### config.mk
export PLATFORM = sky130hd
export DESIGN_NAME = pipe_scheduler
export DESIGN_NICKNAME = d
export VERILOG_FILES = /design/src/rtl/pipe_scheduler_pkg.sv /design/src/rtl/pipe_lfsr.sv /design/src/rtl/pipe_scheduler.sv
export SDC_FILE = /design/constraint.sdc
export NUM_CORES = 1
export LEC_CHECK = 0
export BUFFER_PORTS_ARGS = -buffer_cell sky130_fd_sc_hd__buf_2
export CORE_MARGIN = 8
export CORE_UTILIZATION = 30
export DETAILED_ROUTE_END_ITERATION = 10
export HOLD_SLACK_MARGIN = 0.06
export PLACE_DENSITY = 0.52
export SLEW_MARGIN = 5
export SYNTH_ARGS = -nofsm -noshare
export SYNTH_HDL_FRONTEND = slang
export SYNTH_SLANG_ARGS = --single-unit
### constraint.sdc
create_clock -name GAME_clk -period 18.6 [get_ports GAME_clk]
set_input_delay 2.79 -clock GAME_clk [delete_from_list [all_inputs] [get_ports GAME_clk]]
set_output_delay 2.79 -clock GAME_clk [all_outputs]
set_load 0.03 [all_outputs]
### src/rtl/pipe_scheduler_pkg.sv
`default_nettype none
// ============================================================================
// Module      : pipe_scheduler_pkg
// Description : Shared game-state encodings, pipe geometry and display size
//               constants used by the scheduler, renderer and game FSM.
// Revision    : 1.0 - initial release
// ============================================================================
package pipe_scheduler_pkg;

    // One-hot game_state encodings driven by the top-level game FSM
    localparam logic [3:0] c_gs_start_screen = 4'b0001;
    localparam logic [3:0] c_gs_in_game      = 4'b0010;
    localparam logic [3:0] c_gs_pause        = 4'b0100;
    localparam logic [3:0] c_gs_end_screen   = 4'b1000;

    localparam int c_display_w    = 640;
    localparam int c_display_h    = 480;
    localparam int c_pipe_width   = 52;
    localparam int c_pipe_spacing = 180;
    localparam int c_pipe_gap     = 100;

    // Scheduler state encoding
    localparam logic [1:0] c_st_layout = 2'd0;
    localparam logic [1:0] c_st_run    = 2'd1;
    localparam logic [1:0] c_st_frozen = 2'd2;

endpackage : pipe_scheduler_pkg
`default_nettype wire

### src/rtl/pipe_lfsr.sv
`default_nettype none
// ============================================================================
// Module      : pipe_lfsr
// Description : 16-bit Fibonacci LFSR (taps 15,13,12,10) with step enable;
//               exposes the value it will hold after the next step.
// Revision    : 1.0 - initial release
// ============================================================================
module pipe_lfsr #(
    parameter logic [15:0] SEED = 16'hACE1
) (
    input  logic        clk,
    input  logic        rst,
    input  logic        i_step,
    output logic [15:0] o_next
);

    logic [15:0] r_lfsr;

    assign o_next = {r_lfsr[14:0], r_lfsr[15] ^ r_lfsr[13] ^ r_lfsr[12] ^ r_lfsr[10]};

    always_ff @(posedge clk) begin
        if (rst) begin
            r_lfsr <= SEED;
        end else if (i_step) begin
            r_lfsr <= o_next;
        end
    end

endmodule : pipe_lfsr
`default_nettype wire

### src/rtl/pipe_scheduler.sv
`default_nettype none
// ============================================================================
// Module      : pipe_scheduler
// Description : Lays out, scrolls, recycles and scores the four game pipes
//               under control of the one-hot game_state.
// Revision    : 1.0 - initial release
// ============================================================================
module pipe_scheduler
    import pipe_scheduler_pkg::*;
#(
    parameter int          NUM_PIPES    = 4,
    parameter int          START_X      = 640,
    parameter int          PIPE_SPACING = c_pipe_spacing,
    parameter int          PIPE_WIDTH   = c_pipe_width,
    parameter int          SCROLL_STEP  = 1,
    parameter int          GAP_Y_MIN    = 150,
    parameter int          GAP_Y_RANGE  = 64,
    parameter logic [15:0] LFSR_SEED    = 16'hACE1,
    parameter int          SCORE_MAX    = 999
) (
    input  logic               GAME_clk,
    input  logic               rst,
    input  logic [3:0]         game_state,
    input  logic signed [31:0] birdX,
    output logic signed [31:0] pipeX_1,
    output logic signed [31:0] pipeX_2,
    output logic signed [31:0] pipeX_3,
    output logic signed [31:0] pipeX_4,
    output logic signed [31:0] pipeY_1,
    output logic signed [31:0] pipeY_2,
    output logic signed [31:0] pipeY_3,
    output logic signed [31:0] pipeY_4,
    output logic [9:0]         score,
    output logic               score_pulse,
    output logic               scrolling
);

    localparam logic signed [31:0] c_step    = SCROLL_STEP;
    localparam logic signed [31:0] c_width   = PIPE_WIDTH;
    localparam logic signed [31:0] c_wrap    = NUM_PIPES * PIPE_SPACING;
    localparam logic signed [31:0] c_gap_min = GAP_Y_MIN;
    localparam logic signed [31:0] c_gap_mid = GAP_Y_MIN + GAP_Y_RANGE / 2;
    localparam logic [15:0]        c_gap_msk = 16'(GAP_Y_RANGE - 1);
    localparam logic [9:0]         c_max     = 10'(SCORE_MAX);

    logic [1:0]           r_state;
    logic [1:0]           w_state_next;
    logic [15:0]          w_lfsr_next;
    logic                 w_lfsr_step;
    logic signed [31:0]   w_gap_y;
    logic [NUM_PIPES-1:0] w_cross;
    logic [NUM_PIPES-1:0] w_respawn;
    logic signed [31:0]   w_pos_x [NUM_PIPES];
    logic signed [31:0]   w_pos_y [NUM_PIPES];
    logic [9:0]           r_score;
    logic                 r_score_pulse;
    logic                 r_scrolling;

    // State is the registered decode of game_state; anything not recognised freezes
    always_ff @(posedge GAME_clk) begin
        if (rst) begin
            r_state <= c_st_layout;
        end else begin
            r_state <= w_state_next;
        end
    end

    always_comb begin
        w_state_next = c_st_frozen;
        case (game_state)
            c_gs_start_screen: w_state_next = c_st_layout;
            c_gs_in_game:      w_state_next = c_st_run;
            default:           w_state_next = c_st_frozen;
        endcase
    end

    // Title-screen time doubles as an entropy source for gap heights
    assign w_lfsr_step = (r_state == c_st_layout) || ((r_state == c_st_run) && (|w_respawn));
    assign w_gap_y     = c_gap_min + $signed({16'd0, w_lfsr_next & c_gap_msk});

    pipe_lfsr #(
        .SEED (LFSR_SEED)
    ) u_lfsr (
        .clk    (GAME_clk),
        .rst    (rst),
        .i_step (w_lfsr_step),
        .o_next (w_lfsr_next)
    );

    for (genvar k = 0; k < NUM_PIPES; k++) begin : g_pipe
        localparam logic signed [31:0] c_home_x = START_X + k * PIPE_SPACING;

        logic signed [31:0] r_x;
        logic signed [31:0] r_y;
        logic signed [31:0] w_nx;

        assign w_nx         = r_x - c_step;
        assign w_respawn[k] = (w_nx <= -c_width);
        // Crossing uses the pre-wrap position so a respawn cannot mask it
        assign w_cross[k]   = ((r_x + c_width) >= birdX) && ((w_nx + c_width) < birdX);

        always_ff @(posedge GAME_clk) begin
            if (rst || (r_state == c_st_layout)) begin
                r_x <= c_home_x;
                r_y <= c_gap_mid;
            end else if (r_state == c_st_run) begin
                if (w_respawn[k]) begin
                    r_x <= w_nx + c_wrap;
                    r_y <= w_gap_y;
                end else begin
                    r_x <= w_nx;
                end
            end
        end

        assign w_pos_x[k] = r_x;
        assign w_pos_y[k] = r_y;
    end

    always_ff @(posedge GAME_clk) begin
        if (rst) begin
            r_score       <= 10'd0;
            r_score_pulse <= 1'b0;
            r_scrolling   <= 1'b0;
        end else begin
            case (r_state)
                c_st_layout: begin
                    r_score       <= 10'd0;
                    r_score_pulse <= 1'b0;
                    r_scrolling   <= 1'b0;
                end
                c_st_run: begin
                    r_scrolling   <= 1'b1;
                    r_score_pulse <= |w_cross;
                    if ((|w_cross) && (r_score != c_max)) begin
                        r_score <= r_score + 10'd1;
                    end
                end
                default: begin
                    r_score_pulse <= 1'b0;
                    r_scrolling   <= 1'b0;
                end
            endcase
        end
    end

    assign pipeX_1     = w_pos_x[0];
    assign pipeX_2     = w_pos_x[1];
    assign pipeX_3     = w_pos_x[2];
    assign pipeX_4     = w_pos_x[3];
    assign pipeY_1     = w_pos_y[0];
    assign pipeY_2     = w_pos_y[1];
    assign pipeY_3     = w_pos_y[2];
    assign pipeY_4     = w_pos_y[3];
    assign score       = r_score;
    assign score_pulse = r_score_pulse;
    assign scrolling   = r_scrolling;

endmodule : pipe_scheduler
`default_nettype wire

Word level (Yosys, flattened, before mapping)
Index checks and enable logic that the tools add are counted.
- RAM bits: 0
- bits in read-only memories: 0
- output and inout port bits: 268
- memories: 0
- input port bits: 38
- word-level logic and storage cells: 78
- flip-flop bits (word level): 286
- bits in latches: 0
- div/mod/pow operators: 0
- bitwise operators: 4
- multiplexer cells: 8
- eq/ne operators: 5
- shift operators: 0
- reductions and logical operators: 18
- $mul: 0
- order comparisons: 12
- $add $sub $neg: 18
- operators by type and width (cell ; count):
    $add A32 B7 Y32 const B ; 8
    $add A32 B11 Y32 const B ; 4
    $ge A32 B32 Y1 ; 4
    $le A32 B7 Y1 const B ; 4
    $lt A32 B32 Y1 ; 4
    $mux W32 ; 4
    $sub A32 B2 Y32 const B ; 4
    $pmux W10 S2 ; 1
    $add A10 B1 Y10 const B ; 1
    $mux W10 ; 1
    $ne A10 B10 Y1 const B ; 1
    $reduce_and A2 Y1 ; 5
    $add A8 B6 Y9 const A ; 1
    $reduce_or A4 Y1 ; 2
    $logic_and A1 B1 Y1 ; 6
    $eq A4 B1 Y1 const B ; 1
    $eq A4 B2 Y1 const B ; 1
    $pmux W2 S2 ; 1
    $xor A1 B1 Y1 ; 3
    $eq A2 B1 Y1 const B ; 1
    $logic_not A2 Y1 ; 1
    $logic_or A1 B1 Y1 ; 2
    $ne A2 B1 Y1 const B ; 1
    $reduce_bool A2 Y1 ; 1
    3 further kinds ; 3

Longest topological paths before layout
- word-level depth: 8
- mapped depth: 26
- gate-level depth less buffers: 24

By module
From an unflattened synthesis, not the netlist that was laid out.
- cells, all modules: 3180
- area total of the unflattened synthesis: 24140.7 µm²
- by module, submodules not included (module ; seq. area each (µm²) ; times used ; cells an instance ; area each (µm²)):
    pipe_scheduler ; 3403.3 ; 1 ; 3109 ; 23433.7
    pipe_lfsr ; 320.3 ; 1 ; 71 ; 706.9

Worst setup path after synthesis
Ideal clock, no wire load.
- kind: register to register
- start point: register g_pipe[1].r_x[2], in the netlist pipeX_2[2]
- end point: register r_score[7], in the netlist score[7]
- path slack: 12.363 ns
- data arrival time: 6.167 ns
- stages on the path, launching flop included: 23
- data required time: 18.529 ns
- setup time: 0.071 ns
- buffers on the path: 3
- period minus slack after synthesis: 6.237 ns
- cells stage by stage: dfxtp_1 -> clkbuf_1 -> or4_1 -> clkbuf_1 -> o21a_1 -> nor2_1 -> ha_1 -> a21boi_0 -> or4_1 -> or2_2 -> nor2_1 -> or4b_2 -> xor2_1 -> ha_1 -> and4_1 -> a221oi_1 -> o2111ai_1 -> o211a_1 -> o311a_1 -> a21boi_1 -> clkbuf_1 -> or3_1 -> a21oi_1
- cells in the longest elaborated chain, start to end: 8
- elaborated cells on any way between the ends: 10
- those cells by class: add/sub (3); order compare (2); eq/ne (1); reduce/logical (4)
- ends and longest elaborated chain (item ; line ; RTL):
    from (decl) ; pipe_scheduler.sv:93 ; logic signed [31:0] r_x;
    from (signal assigned) ; pipe_scheduler.sv:104 ; r_x <= c_home_x;
    from (signal assigned) ; pipe_scheduler.sv:108 ; r_x <= w_nx + c_wrap;
    from (signal assigned) ; pipe_scheduler.sv:111 ; r_x <= w_nx;
    $sub A32 B2 Y32 ; pipe_scheduler.sv:97 ; assign w_nx = r_x - c_step;
    $add A32 B7 Y32 ; pipe_scheduler.sv:100 ; assign w_cross[k] = ((r_x + c_width) >= birdX) && ((w_nx + c_width) < birdX);
    $lt A32 B32 Y1 ; pipe_scheduler.sv:100 ;
    $logic_and A1 B1 Y1 (*) ; pipe_scheduler.sv:100 ;
    $reduce_or A4 Y1 (*) ; pipe_scheduler.sv:135 ; if ((|w_cross) && (r_score != c_max)) begin
    $logic_and A1 B1 Y1 (*) ; pipe_scheduler.sv:135 ;
    $ne A2 B1 Y1 (no source line) (*) ; n/a ;
    $reduce_and A2 Y1 (no source line) (*) ; n/a ;
    to (signal assigned) ; pipe_scheduler.sv:136 ; r_score <= r_score + 10'd1;
    to (decl) ; pipe_scheduler.sv:55 ; logic [9:0] r_score;
Mark *: on every way between the ends. The rest lies on a longest branch, timed or not.
A chain may end at the register's enable or synchronous reset.

Worst setup path after layout
- start point: register g_pipe[1].r_x[2], in the netlist pipeX_2[2]
- end point: register r_score[8], in the netlist score[8]
The elaborated chain is that of the path after synthesis.

==> results.py <==
metrics = {
    "worst_setup_path": {
        "cp-start-kind": "flop",
        "critPathArrivalTime_ns": 7.65,
        "cp_max_fo": 18,
        "critical-path-max-stage-delay_ns": 0.80,
        "reg2reg_from": "pipeX_2[2]",
        "r2r_slack_ns": 11.40,
        "cpMaxStageDelayCell": "nor4_1",
        "worstSetupPathType": "flop to flop",
        "path_cells": "inv_1, ha_1, inv_1, or3_1, xnor2_1, o21ai_0, nor4_1, nand3_1, nor4_1, mux2i_1, xnor2_1, ha_1, a21o_1, a21o_1, a221oi_1, o2111ai_1, o211a_1, o311a_1, a21boi_1, buf_4, or4_1, a21oi_1",
        "cp_data_required_time_ns": 19.05,
        "r2r_end": "score[8]",
        "r2r_cells": 22,
        "end_kind": "flop",
    },
    "sta": {
        "final-max-slew-violation-count": 0,
        "setup_viol": 0,
        "finClkSkew_ns": 0.0213,
        "setup_tns_ns": 0,
        "finalHoldViolations": 0,
        "max_freq_mhz": 139,
        "slew_headroom": 0.262,
        "grt_setup_unrepaired": "false",
        "fin_crit_ns": 7.20,
        "worstMarginPinSlew_ns": 1.10,
        "fin_crit_sh": 0.387,
    },
    "floorplanning": {
        "start_util": 0.301,
        "die_w_um": 299,
        "fp.dieH_um": 299,
        "core_area_um2": 80000,
        "dieArea_um2": 89700,
        "floorplan.rows": 104,
        "ios": 306,
    },
    "drt": {
        "wl_met3_um": 7370,
        "via_count": 24204,
        "vias_per_cell": 5.56,
        "drt-wirelength-per-cell_um": 22.6,
        "drtPass1Iterations": 6,
        "drt_iter0_drc": 2061,
        "wl_um": 98400,
        "top_layer": "met5",
        "drc": 0,
        "ant_nets": 0,
        "wl_met1_um": 43100,
        "wl_met2_um": 45000,
    },
    "finish": {
        "area_growth_syn_to_layout_pct": 8.90,
        "drive_gt1_frac": 0.105,
        "fin_nets": 3610,
        "utilization": 0.328,
    },
    "global_route": {
        "first_global_vias": 23129,
        "grt_antenna_before_repair": 5,
        "grt_max_degree": 51,
        "overflow": 0,
        "grt_pass1_wl_um": 146000,
        "grtUsageTotal": 0.210,
    },
    "cts": {
        "cts_tree": "built",
        "hold_buffers": 0,
        "htreeDepth": 4,
        "cts_made_buffers": 17,
        "cts-root-buf": "clkbuf_16",
        "cts_setup_buffers": 0,
        "clock_latency_ns": 0.52,
        "clkTransAtPathRegs_ns": 0.09,
        "cts.sinks": 186,
        "clockBufferDepth": 2,
        "cts-resized-gates": 0,
    },
    "synthesis": {
        "ys.flop_type": "dfxtp_1",
        "synth.distinct_cells": 85,
        "synth_edf_count": 0,
        "syn_inst": 3216,
        "async_flop_share": 0,
        "ys_seq_area_frac": 0.154,
        "synth_warnings": 0,
        "avgSynthCellArea_um2": 7.50,
        "ys_ff_latch": 186,
        "syn-cell-area_um2": 24100,
    },
    "worst_hold_path": {
        "min_to": "pipeY_1[3]",
        "hp-class": "flop to flop",
        "hp-start": "pipeY_1[3]",
        "min_path_cells": 2,
    },
    "power": {
        "irDropWorstVdd_uv": 49.9,
        "power.density_nw_per_um2": 45.2,
        "leakagePower_nw": 10.6,
    },
    "status": {
        "status": "completed",
    },
    "placement": {
        "gp_congestion": 0.925,
        "port_buffers": 205,
        "dp_hpwl_um": 74800,
    },
    "run": {
        "drv_cap": 0,
    },
}
## logic make-up (layout without fill, tap and decap cells)
group                      Yosys count  in the layout  synth area share
AOI/OAI and AO/OA                  631            631             0.178
xor gates and xnor gates           445            445             0.162
adders and majority gates          294            294             0.153
buffers and inverters              408            385            0.0800
DFF                                186            186             0.154
muxes                               29             29            0.0120
other                                2            102          0.000312
and+or+nand+nor                   1221           1221             0.260
## area by class of cell
cell class / instances / area [um2]
Clock inverter: 15 / 188
Antenna cell: 2 / 5.00
Fill cell: 8744 / 53800
Tap cell: 1060 / 1330
Multi-Input combinational cell: 2720 / 18900
Inverter: 112 / 420
Clock buffer: 17 / 425
Timing Repair Buffer: 241 / 1300
Sequential cell: 186 / 3730
## worst max path at each step
stage                          start  slack [ns]        to  cells past startpoint
final                     pipeX_2[2]       11.40  score[8]                     22
after global routing      pipeX_2[2]       11.10  score[8]                     22
after CTS                 pipeX_2[2]       11.52  score[8]                     22
after detailed placement  pipeX_2[2]       11.59  score[8]                     22
after global placement    pipeX_2[2]       11.74  score[8]                     22
after floorplan           pipeX_2[2]       12.36  score[7]                     22
## metal layers
metal,vias to the layer above,global-route usage
li1,11571,-
met1,11548,0.277
met2,943,0.343
met3,140,0.0392
met4,2,0.0705
met5,-,0
## critical path, delay by kind of cell (launching register included)
family,cells,cell delay [ns]
AND/OR/NAND/NOR,5,2.74
AO/OA/AOI/OAI,9,1.99
adder cells (fa/ha/maj),2,0.59
XOR/XNOR,2,0.54
buffers and inverters,3,0.53
flip-flops,1,0.42
multiplexers,1,0.31
## placed cells by master, fill, tap and decap left out, drive strengths merged, types with 21 or more instances in the layout
master,Yosys,routed
nand2,260,260
conb,2,100
or3,74,74
ha,294,294
nor2,257,257
xor2,151,151
and3,31,31
o21ai,93,93
dfxtp,186,186
a31oi,32,32
nor3,106,106
a21oi,169,169
a21o,65,65
o221a,21,21
xnor2,294,294
o31ai,28,28
o211ai,50,50
or4,39,39
mux2i,29,29
nand4,114,114
nor2b,35,35
a221oi,21,21
and2,25,25
inv,112,119
buf,136,241
nor4,61,61
nand3,131,131
## synth_stat cells (6+ instances only)
cell type | n | area [um2]
nor3_1 | 104 | 521
and3_1 | 31 | 194
nor4b_1 | 7 | 61.3
a21o_1 | 65 | 488
nand3b_1 | 7 | 52.6
o21bai_1 | 9 | 67.6
xnor2_1 | 293 | 2570
nand4_1 | 114 | 713
o221a_2 | 21 | 236
a21boi_0 | 8 | 60.1
a211o_1 | 7 | 61.3
clkbuf_1 | 160 | 601
o211ai_1 | 48 | 360
buf_2 | 8 | 40.0
mux2i_1 | 29 | 290
dfxtp_1 | 186 | 3720
nor2b_1 | 35 | 219
a31oi_1 | 32 | 200
buf_1 | 25 | 93.8
o31a_1 | 10 | 87.6
a21oi_1 | 169 | 846
nor2_1 | 257 | 965
o22ai_1 | 14 | 87.6
xor2_1 | 151 | 1320
inv_1 | 111 | 417
a22oi_1 | 11 | 82.6
nor3b_1 | 9 | 67.6
or4_1 | 38 | 285
a221oi_1 | 21 | 184
o31ai_1 | 28 | 210
a31o_2 | 7 | 61.3
nand3_1 | 131 | 656
nand2b_1 | 17 | 106
or2_2 | 19 | 119
and4_1 | 14 | 123
ha_1 | 294 | 3680
nand4b_1 | 6 | 52.6
or3_1 | 74 | 463
and2_1 | 22 | 138
o21ai_0 | 91 | 455
nand2_1 | 260 | 976
o21a_1 | 15 | 113
buf_4 | 103 | 773
a211oi_1 | 19 | 143
nor4_1 | 59 | 369
## registers in the layout, indices dropped and copies added (netlist names)
name / flops
pipeX_3: 32
pipeY_3: 7
pipeY_1: 7
pipeX_2: 32
score: 10
score_pulse: 1
r_state: 2
u_lfsr.r_lfsr: 16
scrolling: 1
pipeX_4: 32
pipeY_2: 7
pipeY_4: 7
pipeX_1: 32
## where the power goes
group | internal (W) | switching [W]
combinational | 0.000110 | 0.000233
clock | 0.000183 | 0.000220
sequential | 0.000409 | 0.0000315
## through the flow
stage	power (W)	worst slack [ns]	instance area, um2	instances	hold slack [ns]
6_report	0.00119	11.40	26300	4353	0.461
5_1_grt	0.00125	11.10	26300	4352	0.494
4_1_cts	0.00120	11.52	26200	4351	0.464
3_5_place_dp	0.000786	11.59	25600	4319	0.449
3_3_place_gp	0.000786	11.74	25600	4319	0.441
2_1_floorplan	0.000695	12.36	24500	3314	0.460
No activity file was read; power rests on OpenSTA's default activity.
